[src/rtl/alu_seq.sv]
// Sequential ALU: single-cycle ADD/SUB, WIDTH-cycle shift-add MUL and restoring DIV.
// Define ALU_SEQ_REM_EN to return the division remainder in the upper half of Y.
module alu_seq #(
  parameter int unsigned WIDTH = 8
) (
  input  logic                 clk,
  input  logic                 rst,
  input  logic                 start,
  input  logic [3:0]           control,
  input  logic [WIDTH-1:0]     A,
  input  logic [WIDTH-1:0]     B,
  output logic                 busy,
  output logic                 done,
  output logic [2*WIDTH-1:0]   Y,
  output logic                 dz
);

  localparam int unsigned YW = 2 * WIDTH;
  localparam int unsigned CW = $clog2(WIDTH);

  typedef enum logic [1:0] {IDLE, CALC, FIN} state_t;

  state_t          state, state_next;
  logic [YW-1:0]   acc, acc_next;
  logic [YW-1:0]   sh, sh_next;
  logic [WIDTH-1:0] opb, opb_next;
  logic [3:0]      ctl, ctl_next;
  logic [CW-1:0]   cnt, cnt_next;
  logic [YW-1:0]   y_next;
  logic            busy_next, done_next, dz_next;

  logic            ctl_ok;
  logic [WIDTH:0]  add_sum;
  logic [WIDTH-1:0] sub_diff;
  logic [YW-1:0]   mul_step;
  logic [WIDTH:0]  rem_shift, rem_diff;
  logic [YW-1:0]   div_step, div_result, divz_result;

  // acc holds {remainder, quotient} during DIV and the running product during MUL
  always_comb begin
    ctl_ok    = (control != 4'd0) && ((control & (control - 4'd1)) == 4'd0);
    add_sum   = {1'b0, A} + {1'b0, B};
    sub_diff  = A - B;
    mul_step  = opb[0] ? (acc + sh) : acc;
    rem_shift = {acc[YW-1:WIDTH], acc[WIDTH-1]};
    rem_diff  = rem_shift - {1'b0, opb};
    if (rem_diff[WIDTH]) begin
      div_step = {rem_shift[WIDTH-1:0], acc[WIDTH-2:0], 1'b0};
    end else begin
      div_step = {rem_diff[WIDTH-1:0], acc[WIDTH-2:0], 1'b1};
    end
`ifdef ALU_SEQ_REM_EN
    div_result  = div_step;
    divz_result = {A, {WIDTH{1'b1}}};
`else
    div_result  = {WIDTH'(0), div_step[WIDTH-1:0]};
    divz_result = {WIDTH'(0), {WIDTH{1'b1}}};
`endif
  end

  // Next-state and next-register logic
  always_comb begin
    state_next = state;
    acc_next   = acc;
    sh_next    = sh;
    opb_next   = opb;
    ctl_next   = ctl;
    cnt_next   = cnt;
    y_next     = Y;
    dz_next    = dz;
    busy_next  = busy;
    done_next  = 1'b0;

    unique case (state)
      IDLE: begin
        if (start && ctl_ok) begin
          ctl_next  = control;
          opb_next  = B;
          cnt_next  = '0;
          busy_next = 1'b1;
          if (control[0]) begin
            y_next     = YW'(add_sum);
            dz_next    = 1'b0;
            done_next  = 1'b1;
            state_next = FIN;
          end else if (control[1]) begin
            y_next     = YW'({(A < B), sub_diff});
            dz_next    = 1'b0;
            done_next  = 1'b1;
            state_next = FIN;
          end else if (control[2]) begin
            acc_next   = '0;
            sh_next    = YW'(A);
            state_next = CALC;
          end else if (B == '0) begin
            y_next     = divz_result;
            dz_next    = 1'b1;
            done_next  = 1'b1;
            state_next = FIN;
          end else begin
            acc_next   = YW'(A);
            state_next = CALC;
          end
        end
      end
      CALC: begin
        cnt_next = cnt + CW'(1);
        if (ctl[2]) begin
          acc_next = mul_step;
          sh_next  = sh << 1;
          opb_next = opb >> 1;
        end else begin
          acc_next = div_step;
        end
        if (cnt == CW'(WIDTH - 1)) begin
          cnt_next   = '0;
          y_next     = ctl[2] ? mul_step : div_result;
          dz_next    = 1'b0;
          done_next  = 1'b1;
          state_next = FIN;
        end
      end
      FIN: begin
        busy_next  = 1'b0;
        state_next = IDLE;
      end
      default: begin
        busy_next  = 1'b0;
        state_next = IDLE;
      end
    endcase
  end

  // State and datapath registers
  always_ff @(posedge clk or posedge rst) begin
    if (rst) begin
      state <= IDLE;
      acc   <= '0;
      sh    <= '0;
      opb   <= '0;
      ctl   <= '0;
      cnt   <= '0;
      Y     <= '0;
      dz    <= 1'b0;
      busy  <= 1'b0;
      done  <= 1'b0;
    end else begin
      state <= state_next;
      acc   <= acc_next;
      sh    <= sh_next;
      opb   <= opb_next;
      ctl   <= ctl_next;
      cnt   <= cnt_next;
      Y     <= y_next;
      dz    <= dz_next;
      busy  <= busy_next;
      done  <= done_next;
    end
  end

endmodule

[config.mk]
export PLATFORM = sky130hd
export DESIGN_NAME = alu_seq
export DESIGN_NICKNAME = d
export VERILOG_FILES = /design/src/rtl/alu_seq.sv
export SDC_FILE = /design/constraint.sdc
export NUM_CORES = 1
export LEC_CHECK = 0
export CORE_ASPECT_RATIO = 0.75
export CORE_MARGIN = 2
export CORE_UTILIZATION = 55
export CTS_CLUSTER_SIZE = 25
export DETAILED_ROUTE_END_ITERATION = 6
export GPL_TIMING_DRIVEN = 0
export PLACE_DENSITY = 0.76
export SLEW_MARGIN = 20
export SYNTH_ARGS = -nofsm -noshare
export SYNTH_HDL_FRONTEND = slang
export SYNTH_SLANG_ARGS = --single-unit
[constraint.sdc]
create_clock -name clk -period 8.36 [get_ports clk]
set_clock_uncertainty 0.2 [all_clocks]
set_input_delay 0.836 -clock clk [delete_from_list [all_inputs] [get_ports clk]]
set_output_delay 0.836 -clock clk [all_outputs]
set_load 0.005 [all_outputs]
## Word-level counts from Yosys, hierarchy flattened

Cells that the tools add are included.

| storage, ports and cells | value |
|---|---|
| bits in registers | 67 |
| bits of input ports | 23 |
| output and inout port bits | 19 |
| word-level logic and storage cells | 97 |

| cells by class | value |
|---|---|
| bitwise logic cells | 2 |
| mux-type cells | 52 |
| add/sub/neg operators | 6 |
| eq/ne operators | 11 |
| reductions and logical operators | 15 |
| magnitude comparators | 1 |

Operators with widths:

| kind | count |
|---|---|
| 16-bit 2-to-1 mux | 20 |
| 16-bit one-hot mux with 2 select lines | 3 |
| 16-bit adder | 1 |
| 8-bit 2-to-1 mux | 2 |
| 8-bit one-hot mux with 2 select lines | 1 |
| 1-bit 2-to-1 mux | 13 |
| 2-bit 2-to-1 mux | 6 |
| 2-bit inequality test (second input constant) | 6 |
| 5-bit AND reduction | 2 |
| 8-bit by 8-bit adder with 9-bit output | 1 |
| 9-bit by 8-bit subtractor with 9-bit output | 1 |
| 8-bit zero test | 1 |
| 8-bit less-than comparator | 1 |
| 4-bit inequality test (second input constant) | 2 |
| 2-bit AND reduction | 4 |
| 8-bit subtractor | 1 |
| 3-bit 2-to-1 mux | 2 |
| 1-bit one-hot mux with 2 select lines | 3 |
| 3-bit one-hot mux with 2 select lines | 1 |
| 6-bit AND reduction | 1 |
| 4-bit AND | 1 |
| 4-bit zero test | 1 |
| 2-bit one-hot mux with 2 select lines | 1 |
| 4-bit nonzero test | 1 |
| other kinds (10) | 11 |

## Depth between registers and ports, before layout

Gate-level depths: netlist (run 1).

| depth | value |
|---|---|
| word-level depth | 7 |
| gate-level depth with buffers | 9 |
| gate-level depth less buffers | 9 |

## Worst setup path before layout (run 1)

OpenSTA, ideal clock, no wires.

| timing | value |
|---|---|
| kind | input -> register |
| start point | input port B[2] |
| end point | register Y[6] |
| slack | 5602 ps |
| stages | 9 |
| required time | 8095 ps |
| data arrival time | 2493 ps |
| buffers on the path | 1 |
| setup time | 65 ps |
| cells stage by stage | inv_1 ha_1 clkbuf_1 nand2b_1 a221oi_1 nor4_1 a211o_1 o31ai_1 o22a_1 |

| between the ends | value |
|---|---|
| word-level cells in the longest chain between the ends | 5 |
| elaborated cells on any way between the ends | 9 |
| classes of those cells | add/sub (2); eq/ne (1); mux (4); reduce/logical (2) |

RTL lines:

| item | RTL line | RTL |
|---|---|---|
| start: declaration | 11 | `input logic [WIDTH-1:0] B,` |
| 8-bit subtractor | 43 | `sub_diff = A - B;` |
| 16-bit 2-to-1 mux | 86 | `end else if (control[1]) begin` |
| 16-bit 2-to-1 mux | 81 | `if (control[0]) begin` |
| 16-bit 2-to-1 mux | 76 | `if (start && ctl_ok) begin` |
| 16-bit one-hot mux with 2 select lines | 74 | `unique case (state)` |
| end signal: assignment | 154 | `Y <= y_next;` |
| end: declaration | 14 | `output logic [2*WIDTH-1:0] Y,` |

Parallel ways exist; a longest one is shown, timed or not. The select of a mux whose other input is x is not followed.
A chain may end at the register's enable or synchronous reset.

## Final worst setup path (run 1)

Same ends and word-level chain as after synthesis.

==> metrics, run 1 <==
status=complete, no violations; Peak VDD IR=0.205 mV; Slew Limit Fails=0; TritonCTS clock tree=yes; Setup-failing EPs final=0; total power=2.36 mW; Routed Antenna Nets=0; pre-CTS setup slack=4.70 ns; antenna violations before repair=0; fin nets=763; CP Capture Type=flip-flop; Net Count, Synth=711; fin crit share=0.400; most frequent cells in the layout=65 x dfrtp_1, 64 x nand2_1, 60 x nor2_1, 52 x o21ai_0, 47 x a21oi_1; worst-skew pair later-pin latency=0.33 ns; Critical Path Max Stage Delay=0.50 ns; Seq/Total Area, Yosys=0.301; final instance area=6330 um^2; f_max=0.299 GHz; Hold Path Class=flip-flop to flip-flop; first-pass GRT wire length=26.3 mm; RSZ-0062 raised after global routing=no; routed vias/inst=6.26; Tmin final=3.34 ns; setup TNS=0 ns; Synth cell types=85; core area=9620 um^2; register bit total from synthesis=65; Remaining DRCs=0; Lkg Pwr=2.72 nW; Post-Syn Instances=643; IO Port Bufs=40; commonest non-fill, non-tap cell in the layout=dfrtp_1; Antenna diodes=0; Yosys warning count=0; total I/O pin count=42; dominant synthesized flop cell=dfrtp_1; DIE WIDTH=118 um; vias post-DR=5209; Slew @ Worst Pin=0.747 ns; Post-synth EDFFs=0; drt initial violations=531; crit path max-delay cell type=a221oi_1; Longest Clk Path Bufs=2; largest net degree at the start of global routing=54; final setup margin=5.02 ns; Critical Path Source Type=input port; post-DR wirelength/cell=19.4 um; htree depth=3; crit-path cells=clkdlybuf4s50_1, inv_1, ha_1, clkbuf_1, nand2b_1, a221oi_1, nor4_1, a211o_1, o31ai_1, o22a_1; WS Path Type=input port to flip-flop; Synth Cell Area=5410 um^2; worst path arrival time=3.41 ns; CTS clk-pin slew, worst paths=0.06 ns; mean post-synth cell area=8.41 um^2; max cap viols=0; # clock sinks=65; post-DP HPWL=12.4 mm; Final Hold Vio Count=0; grt ovf=0; First-pass DRT Iterations=5; Post-CTS Hold Buffers=0; vias in the first global route=4919; die height=89.9 um; P per Cell Area=372 nW/um^2; critical path required time=8.42 ns; area delta synth->final=17.1%; Clk Tree Root Cell=clkbuf_16; full die area=10600 um^2; GR Util All Layers=0.312; Total Routed Length=16.2 mm; Cell Area, Placed=6000 um^2; Post CTS Setup Buffer Count=0; critical path peak fanout=8; Initial Util=0.562; relative slew slack=0.495; share of layout cells above drive strength 1=0.0786; Gates resized, CTS repair=0; gpl congestion=0.926; site row count=31; TritonCTS buffer count=9; async set or reset register ratio after synthesis=1.00
-- logic make-up (layout without fill, tap and decap cells) --
| group | count (synthesis) | after routing | share of synthesized area |
|---|---|---|---|
| AO/OA/AOI/OAI | 213 | 213 | 0.269 |
| XOR/XNOR | 14 | 14 | 0.0227 |
| AND/OR/NAND/NOR | 221 | 221 | 0.209 |
| adder cells (fa/ha/maj) | 45 | 45 | 0.110 |
| flip-flops | 65 | 65 | 0.301 |
| buffers and inverters | 63 | 120 | 0.0470 |
| multiplexers | 22 | 22 | 0.0426 |
-- critical path: cells and delay by family --
family,cells,cell delay (ns)
AO/OA/AOI/OAI,4,1.16
AND/OR/NAND/NOR,2,0.32
buffers and inverters,3,0.81
adder cells (fa/ha/maj),1,0.29
-- state kept, by name, indices dropped and copies added, names as in the netlist --
register / count
Y: 16
acc: 16
sh: 16
opb: 8
cnt: 3
state: 2
busy: 1
ctl: 1
done: 1
dz: 1
-- cell usage after synthesis (all sizes together), types with 3 or more instances --
master	instances	area, um^2
dfrtp	65	1630
nand2	65	251
nor2	60	225
o21ai	53	265
a21oi	49	260
ha	41	513
inv	30	113
clkbuf	18	68.8
mux2i	17	170
nand3	16	85.1
a211oi	14	105
a31oi	14	109
buf	14	68.8
a21o	10	75.1
nor3	10	50.1
nand2b	9	56.3
o211ai	9	67.6
xnor2	9	78.8
nor2b	8	50.1
o31ai	8	60.1
nand4	7	43.8
o21a	7	52.6
or3	7	43.8
a211o	6	53.8
a41oi	6	67.6
nor3b	6	45.0
and2	5	38.8
mux2	5	60.1
nor4	5	37.5
xor2	5	43.8
a311oi	4	35.0
and4	4	35.0
fa	4	80.1
a221oi	3	32.5
o21bai	3	22.5
o31a	3	26.3
or2	3	18.8
-- final timing paths --
check / cells after the start / endpoint / slack [ns] / startpoint
max in group asynchronous: 3 / Y[4] / 6.83 / rst
worst min register to register: 2 / Y[9] / 0.29 / Y[9]
worst max register to register: 8 / acc[12] / 5.19 / acc[0]
min in group asynchronous: 2 / done / 0.59 / rst
worst min-delay path: 2 / Y[9] / 0.29 / Y[9]
worst max-delay path: 10 / Y[6] / 5.02 / B[2]
-- report_power, final --
group	switching (mW)	total, mW	internal [mW]
clock network	0.143	0.419	0.276
logic	0.811	1.37	0.559
registers	0.125	0.567	0.442
total	1.08	2.36	1.28
-- per-stage QoR --
step	util	hold WS, ns	std cells
finish	0.658	0.293	832
global route	0.658	0.314	832
CTS	0.658	0.294	832
detailed placement	0.624	0.281	816
global placement	0.621	0.266	815
floorplan	-	0.262	643
-- layout make-up --
cell class | instances | area (um^2)
Inverter | 31 | 119
Fill cell | 806 | 3290
Buffer | 32 | 138
Tap cell | 132 | 165
Multi-Input combinational cell | 515 | 3520
Sequential cell | 65 | 1630
Clock inverter | 5 | 77.6
Clock buffer | 11 | 253
Timing Repair Buffer | 41 | 428
-- routing by layer --
layer  vias up  global-route usage  wire [um]
met2       200               0.498       7540
met1      2498               0.443       7410
li1       2487                   -          -
met3        24              0.0552        986
met5         -                   0          0
met4         0              0.0744        235
No activity file was read; power rests on OpenSTA's default activity.
==> inputs of run 2 (changes only) <==
==> constraint.sdc (replaced) <==
create_clock -name clk -period 3.25 [get_ports clk]
set_clock_uncertainty 0.2 [all_clocks]
set_input_delay 0.325 -clock clk [delete_from_list [all_inputs] [get_ports clk]]
set_output_delay 0.325 -clock clk [all_outputs]
set_load 0.005 [all_outputs]
==> metrics, run 2 (synthesis gave the netlist of run 1 again) <==
met2 routed WL=7.48 mm (was 7.54 mm); fin nets=763 (unchanged); post-DP HPWL=12.4 mm (unchanged); f_max=0.325 GHz; commonest non-fill, non-tap cell in the layout=dfrtp_1 (unchanged); Clk Tree Root Cell=clkbuf_16 (unchanged); largest net degree at the start of global routing=54 (unchanged); registers with the most flip-flops=Y: 16 flops, acc: 16 flops, sh: 16 flops (unchanged); drt initial violations=496 (was 531); R2R Path End=acc[12] (unchanged); Slew @ Worst Pin=0.751 ns (was 0.747 ns); CP top delay family=compound AO/OA/AOI/OAI gates (unchanged); gpl congestion=0.926 (unchanged); TritonCTS clock tree=yes (unchanged); Antenna diodes=0 (unchanged); routed vias/inst=6.26 (about the same); critical path peak fanout=4 (was 8); Remaining DRCs=0 (unchanged); total I/O pin count=42 (unchanged); first-pass GRT wire length=26.3 mm (unchanged); Lkg Pwr=2.73 nW (was 2.72 nW); final instance area=6340 um^2 (was 6330 um^2); full die area=10600 um^2 (unchanged); Final Hold Vio Count=0 (unchanged); die height=89.9 um (unchanged); Tmin final=3.07 ns; R2R setup slack=0.18 ns (was 5.19 ns); share of layout cells above drive strength 1=0.0814 (was 0.0786); Longest Clk Path Bufs=2 (unchanged); worst path arrival time=3.07 ns (was 3.41 ns); M1 WL=7.52 mm (was 7.41 mm); core area=9620 um^2 (unchanged); R2R depth=8 (unchanged); max cap viols=0 (unchanged); Critical Path Source Type=flip-flop (was input port); crit-path cells=ha_1, fa_1, a211oi_1, o211ai_1, and3b_1, or3_1, a32oi_2, a41oi_2 (was clkdlybuf4s50_1, inv_1, ha_1, clkbuf_1, nand2b_1, a221oi_1, nor4_1, a211o_1, o31ai_1, o22a_1); CTS clk-pin slew, worst paths=0.06 ns (about the same); IO Port Bufs=40 (unchanged); Peak VDD IR=0.528 mV (was 0.205 mV); status=complete, no violations (unchanged); relative slew slack=0.493 (was 0.495); First-pass DRT Iterations=5 (unchanged); max layer used=met4 (unchanged); Post CTS Setup Buffer Count=0 (unchanged); final core occ=0.660 (was 0.658); post-DR wirelength/cell=19.5 um (was 19.4 um); worst-skew pair later-pin latency=0.33 ns (about the same); WL met3=953 um (was 986 um); RSZ-0062 raised after global routing=no (unchanged); Setup-failing EPs final=0 (unchanged); htree depth=3 (unchanged); critical path required time=3.25 ns (was 8.42 ns); site row count=31 (unchanged); most frequent cells in the layout=65 x dfrtp_1, 64 x nand2_1, 60 x nor2_1, 52 x o21ai_0, 47 x a21oi_1 (unchanged); crit path max-delay cell type=dfrtp_1 (was a221oi_1); Cell Area, Placed=6000 um^2 (unchanged); CP Capture Type=flip-flop (unchanged); vias in the first global route=4919 (unchanged); Total Routed Length=16.2 mm (about the same); vias post-DR=5206 (was 5209); grt ovf=0 (unchanged); Initial Util=0.562 (unchanged); Hold Path Class=input port to asynchronous set/reset pin (was flip-flop to flip-flop); Routed Antenna Nets=0 (unchanged); crit path buf inv count=0 (was 3); area delta synth->final=17.4% (was 17.1%); antenna violations before repair=0 (unchanged); Slew Limit Fails=0 (unchanged); worst r2r src=acc[0] (unchanged); Critical Path Max Stage Delay=0.44 ns (was 0.50 ns); GR Util All Layers=0.312 (unchanged); Post-CTS Hold Buffers=0 (unchanged); P per Cell Area=958 nW/um^2 (was 372 nW/um^2); WS Path Type=flip-flop to flip-flop (was input port to flip-flop); DIE WIDTH=118 um (unchanged); fin crit share=0.946; TritonCTS buffer count=9 (unchanged); # clock sinks=65 (unchanged)
run 2: cell counts in the layout (fill, tap and decap cells not counted):
No cell type changed its count.
run 2: per-layer routing:
metal | track usage | vias to the layer above
met5 | 0 | -
met4 | 0.0744 | 0
met3 | 0.0552 | 23
met2 | 0.498 | 196
met1 | 0.443 | 2499
li1 | - | 2488
run 2: repair_timing:
action | CTS | global route
hold endpoints to repair | 0 | 0
endpoints found under the setup margin | 0 | 3
resized for setup | 0 | 2
run 2: how the worst max path moves through the flow:
stage            from  slack, ns  cells after the start  endpoint
6_report       acc[0]       0.18                      8   acc[12]
2_1_floorplan  acc[7]       0.61                      9   acc[12]
3_5_place_dp     B[1]       0.10                      9      Y[5]
3_3_place_gp      rst      -0.10                      2    acc[3]
4_1_cts        acc[0]       0.15                      8   acc[12]
5_1_grt        acc[0]       0.04                      8   acc[12]
run 2: final cells by class:
type | instances | area (um^2)
Fill cell | 805 | 3270
Sequential cell | 65 | 1630
Inverter | 31 | 119
Clock buffer | 11 | 253
Multi-Input combinational cell | 515 | 3540
Timing Repair Buffer | 41 | 428
Buffer | 32 | 138
Tap cell | 132 | 165
Clock inverter | 5 | 77.6
run 2: metrics by stage:
| step | setup TNS (ns) | instances | hold slack [ns] | setup slack [ns] | power, mW |
|---|---|---|---|---|---|
| after global routing | 0 | 832 | 0.0829 | 0.0432 | 6.50 |
| after detailed placement | 0 | 816 | 0.281 | 0.102 | 4.87 |
| after global placement | -6.39 | 815 | 0.266 | -0.104 | 4.78 |
| after floorplan | 0 | 643 | 0.262 | 0.606 | 3.84 |
| after CTS | 0 | 832 | 0.0813 | 0.146 | 6.00 |
| final | 0 | 832 | 0.0747 | 0.175 | 6.08 |
run 2: worst reg2reg max path, delay by kind of cell (launching register included):
kind	cells	cell delay, ns
AOI/OAI and AO/OA	4	1.01
adders and majority gates	2	0.71
DFF	1	0.44
and+or+nand+nor	2	0.58
run 2: where the power goes:
group / total [mW] / leakage, nW / internal, mW / switching (mW)
registers: 1.46 / 0.801 / 1.14 / 0.326
logic: 3.53 / 1.76 / 1.44 / 2.09
clock network: 1.08 / 0.162 / 0.711 / 0.368
total: 6.08 / 2.73 / 3.29 / 2.79
==> inputs of run 3 (changes only) <==
--- a/config.mk
+++ b/config.mk
@@ -6,7 +6,6 @@
 export NUM_CORES = 1
 export LEC_CHECK = 0
 export CORE_ASPECT_RATIO = 0.75
-export CORE_MARGIN = 2
 export CORE_UTILIZATION = 55
 export CTS_CLUSTER_SIZE = 25
 export DETAILED_ROUTE_END_ITERATION = 6
==> metrics, run 3 (synthesis gave the netlist of run 1 again) <==
Peak VDD IR=0.469 mV (was 0.528 mV); crit-path cells=inv_1, ha_1, fa_1, nand2b_1, a21oi_2, mux2_4, a41oi_1, a211oi_1, a211oi_1 (was ha_1, fa_1, a211oi_1, o211ai_1, and3b_1, or3_1, a32oi_2, a41oi_2); Tmin final=3.10 ns (was 3.07 ns); DIE WIDTH=116 um (was 118 um); Routed Antenna Nets=0 (unchanged); core area=9310 um^2 (was 9620 um^2); worst path arrival time=3.13 ns (was 3.07 ns); f_max=0.323 GHz (was 0.325 GHz); fin nets=763 (unchanged); Slew Limit Fails=0 (unchanged); commonest non-fill, non-tap cell in the layout=dfrtp_1 (unchanged); Slew @ Worst Pin=0.711 ns (was 0.751 ns); Total Routed Length=16.6 mm (was 16.2 mm); fin crit share=0.953 (was 0.946); post-DR wirelength/cell=20.0 um (was 19.5 um); RSZ-0062 raised after global routing=no (unchanged); Antenna diodes=0 (unchanged); Post-CTS Hold Buffers=0 (unchanged); Gates resized, CTS repair=0 (unchanged); WS Path Type=flip-flop to flip-flop (unchanged); Post CTS Setup Buffer Count=0 (unchanged); setup TNS=0 ns (unchanged); crit path buf inv count=1 (was 0); htree depth=3 (unchanged); First-pass DRT Iterations=5 (unchanged); Remaining DRCs=0 (unchanged); area delta synth->final=15.9% (was 17.4%); CP Capture Type=flip-flop (unchanged); Setup-failing EPs final=0 (unchanged); largest net degree at the start of global routing=58 (was 54); CP top delay family=compound AO/OA/AOI/OAI gates (unchanged); grt ovf=0 (unchanged); Final Hold Vio Count=0 (unchanged); post-DP HPWL=12.7 mm (was 12.4 mm); first-pass GRT wire length=26.3 mm (about the same); total power=5.90 mW (was 6.08 mW); crit-path most repeated cell=a211oi_1; CTS clk-pin slew, worst paths=0.06 ns (about the same); WL met3=1.70 mm (was 953 um); P per Cell Area=942 nW/um^2 (was 958 nW/um^2); critical path required time=3.28 ns (was 3.25 ns); Hold Path Class=input port to asynchronous set/reset pin (unchanged); max cap viols=0 (unchanged); vias in the first global route=5034 (was 4919); routed vias/inst=6.48 (was 6.26); Initial Util=0.581 (was 0.562); status=complete, no violations (unchanged); Clk Tree Root Cell=clkbuf_16 (unchanged); crit path max-delay cell type=dfrtp_1 (unchanged); Critical Path Source Type=flip-flop (unchanged); WP depth=9 (was 8); registers with the most flip-flops=Y: 16 flops, acc: 16 flops, sh: 16 flops (unchanged); TritonCTS buffer count=9 (unchanged); critical path peak fanout=6 (was 4); worst-skew pair later-pin latency=0.34 ns (was 0.33 ns); gpl congestion=0.962 (was 0.926); M1 WL=7.55 mm (was 7.52 mm); site row count=30 (was 31); share of layout cells above drive strength 1=0.0771 (was 0.0814); Critical Path Max Stage Delay=0.49 ns (was 0.44 ns); Longest Clk Path Bufs=2 (unchanged); fillers=790 (was 805); total I/O pin count=42 (unchanged); antenna violations before repair=1 (was 0); relative slew slack=0.526 (was 0.493); die height=87.9 um (was 89.9 um); full die area=10200 um^2 (was 10600 um^2); R2R depth=9 (was 8); drt initial violations=572 (was 496); vias post-DR=5368 (was 5206); Lkg Pwr=2.69 nW (was 2.73 nW); most frequent cells in the layout=65 x dfrtp_1, 64 x nand2_1, 60 x nor2_1, 52 x o21ai_0, 47 x a21oi_1 (unchanged); TritonCTS clock tree=yes (unchanged); # clock sinks=65 (unchanged); IO Port Bufs=40 (unchanged); GR Util All Layers=0.346 (was 0.312); max layer used=met4 (unchanged); met2 routed WL=7.05 mm (was 7.48 mm)
==> run 3: cell types whose count changed in the layout (fill, tap and decap cells not counted) <==
cell,previous run,this run
mux2i_1,17,16
mux2i_2,0,1
bufinv_16,2,0
clkinv_2,2,4
a311oi_1,3,4
clkbuf_1,17,20
a311oi_2,1,0
clkinvlp_4,1,0
clkbuf_8,2,0
==> run 3: power by group <==
part           internal (mW)  total (mW)  switching (mW)
Combinational           1.45        3.56            2.12
Clock                  0.511       0.873           0.362
Sequential              1.14        1.46           0.328
Total                   3.09        5.90            2.81
==> run 3: final timing paths <==
check                          end    from  slack, ns
hold reg to reg               Y[9]    Y[9]       0.27
max in group asynchronous    sh[5]     rst       2.29
hold / removal                Y[1]     rst       0.03
setup / recovery           acc[14]  acc[7]       0.15
setup reg to reg           acc[14]  acc[7]       0.15
min in group clk              Y[9]    Y[9]       0.27
==> run 3: cell type report <==
cell class	instances	area (um^2)	share of cell area
Clock buffer	12	236	0.0378
Sequential cell	65	1630	0.260
Clock inverter	4	20.0	0.00320
Multi-Input combinational cell	515	3540	0.565
Timing Repair Buffer	41	428	0.0683
Inverter	31	119	0.0190
Tap cell	128	160	0.0256
Buffer	32	138	0.0220
==> run 3: through the flow <==
stage          hold slack [ns]  instance area [um^2]  utilization  instances  setup slack, ns
2_1_floorplan            0.262                  5410            -        643            0.606
3_3_place_gp             0.263                  5970        0.641        811          -0.0732
4_1_cts                 0.0333                  6250        0.672        828           0.0946
6_report                0.0308                  6260        0.673        828            0.152
3_5_place_dp             0.269                  6000        0.644        812          -0.0141
5_1_grt                 0.0488                  6260        0.673        828           0.0215
==> run 3: layer usage <==
metal	track usage	vias to the layer above
li1	-	2489
met1	0.494	2587
met2	0.515	260
met3	0.0941	32
met4	0.0932	0
met5	0	-
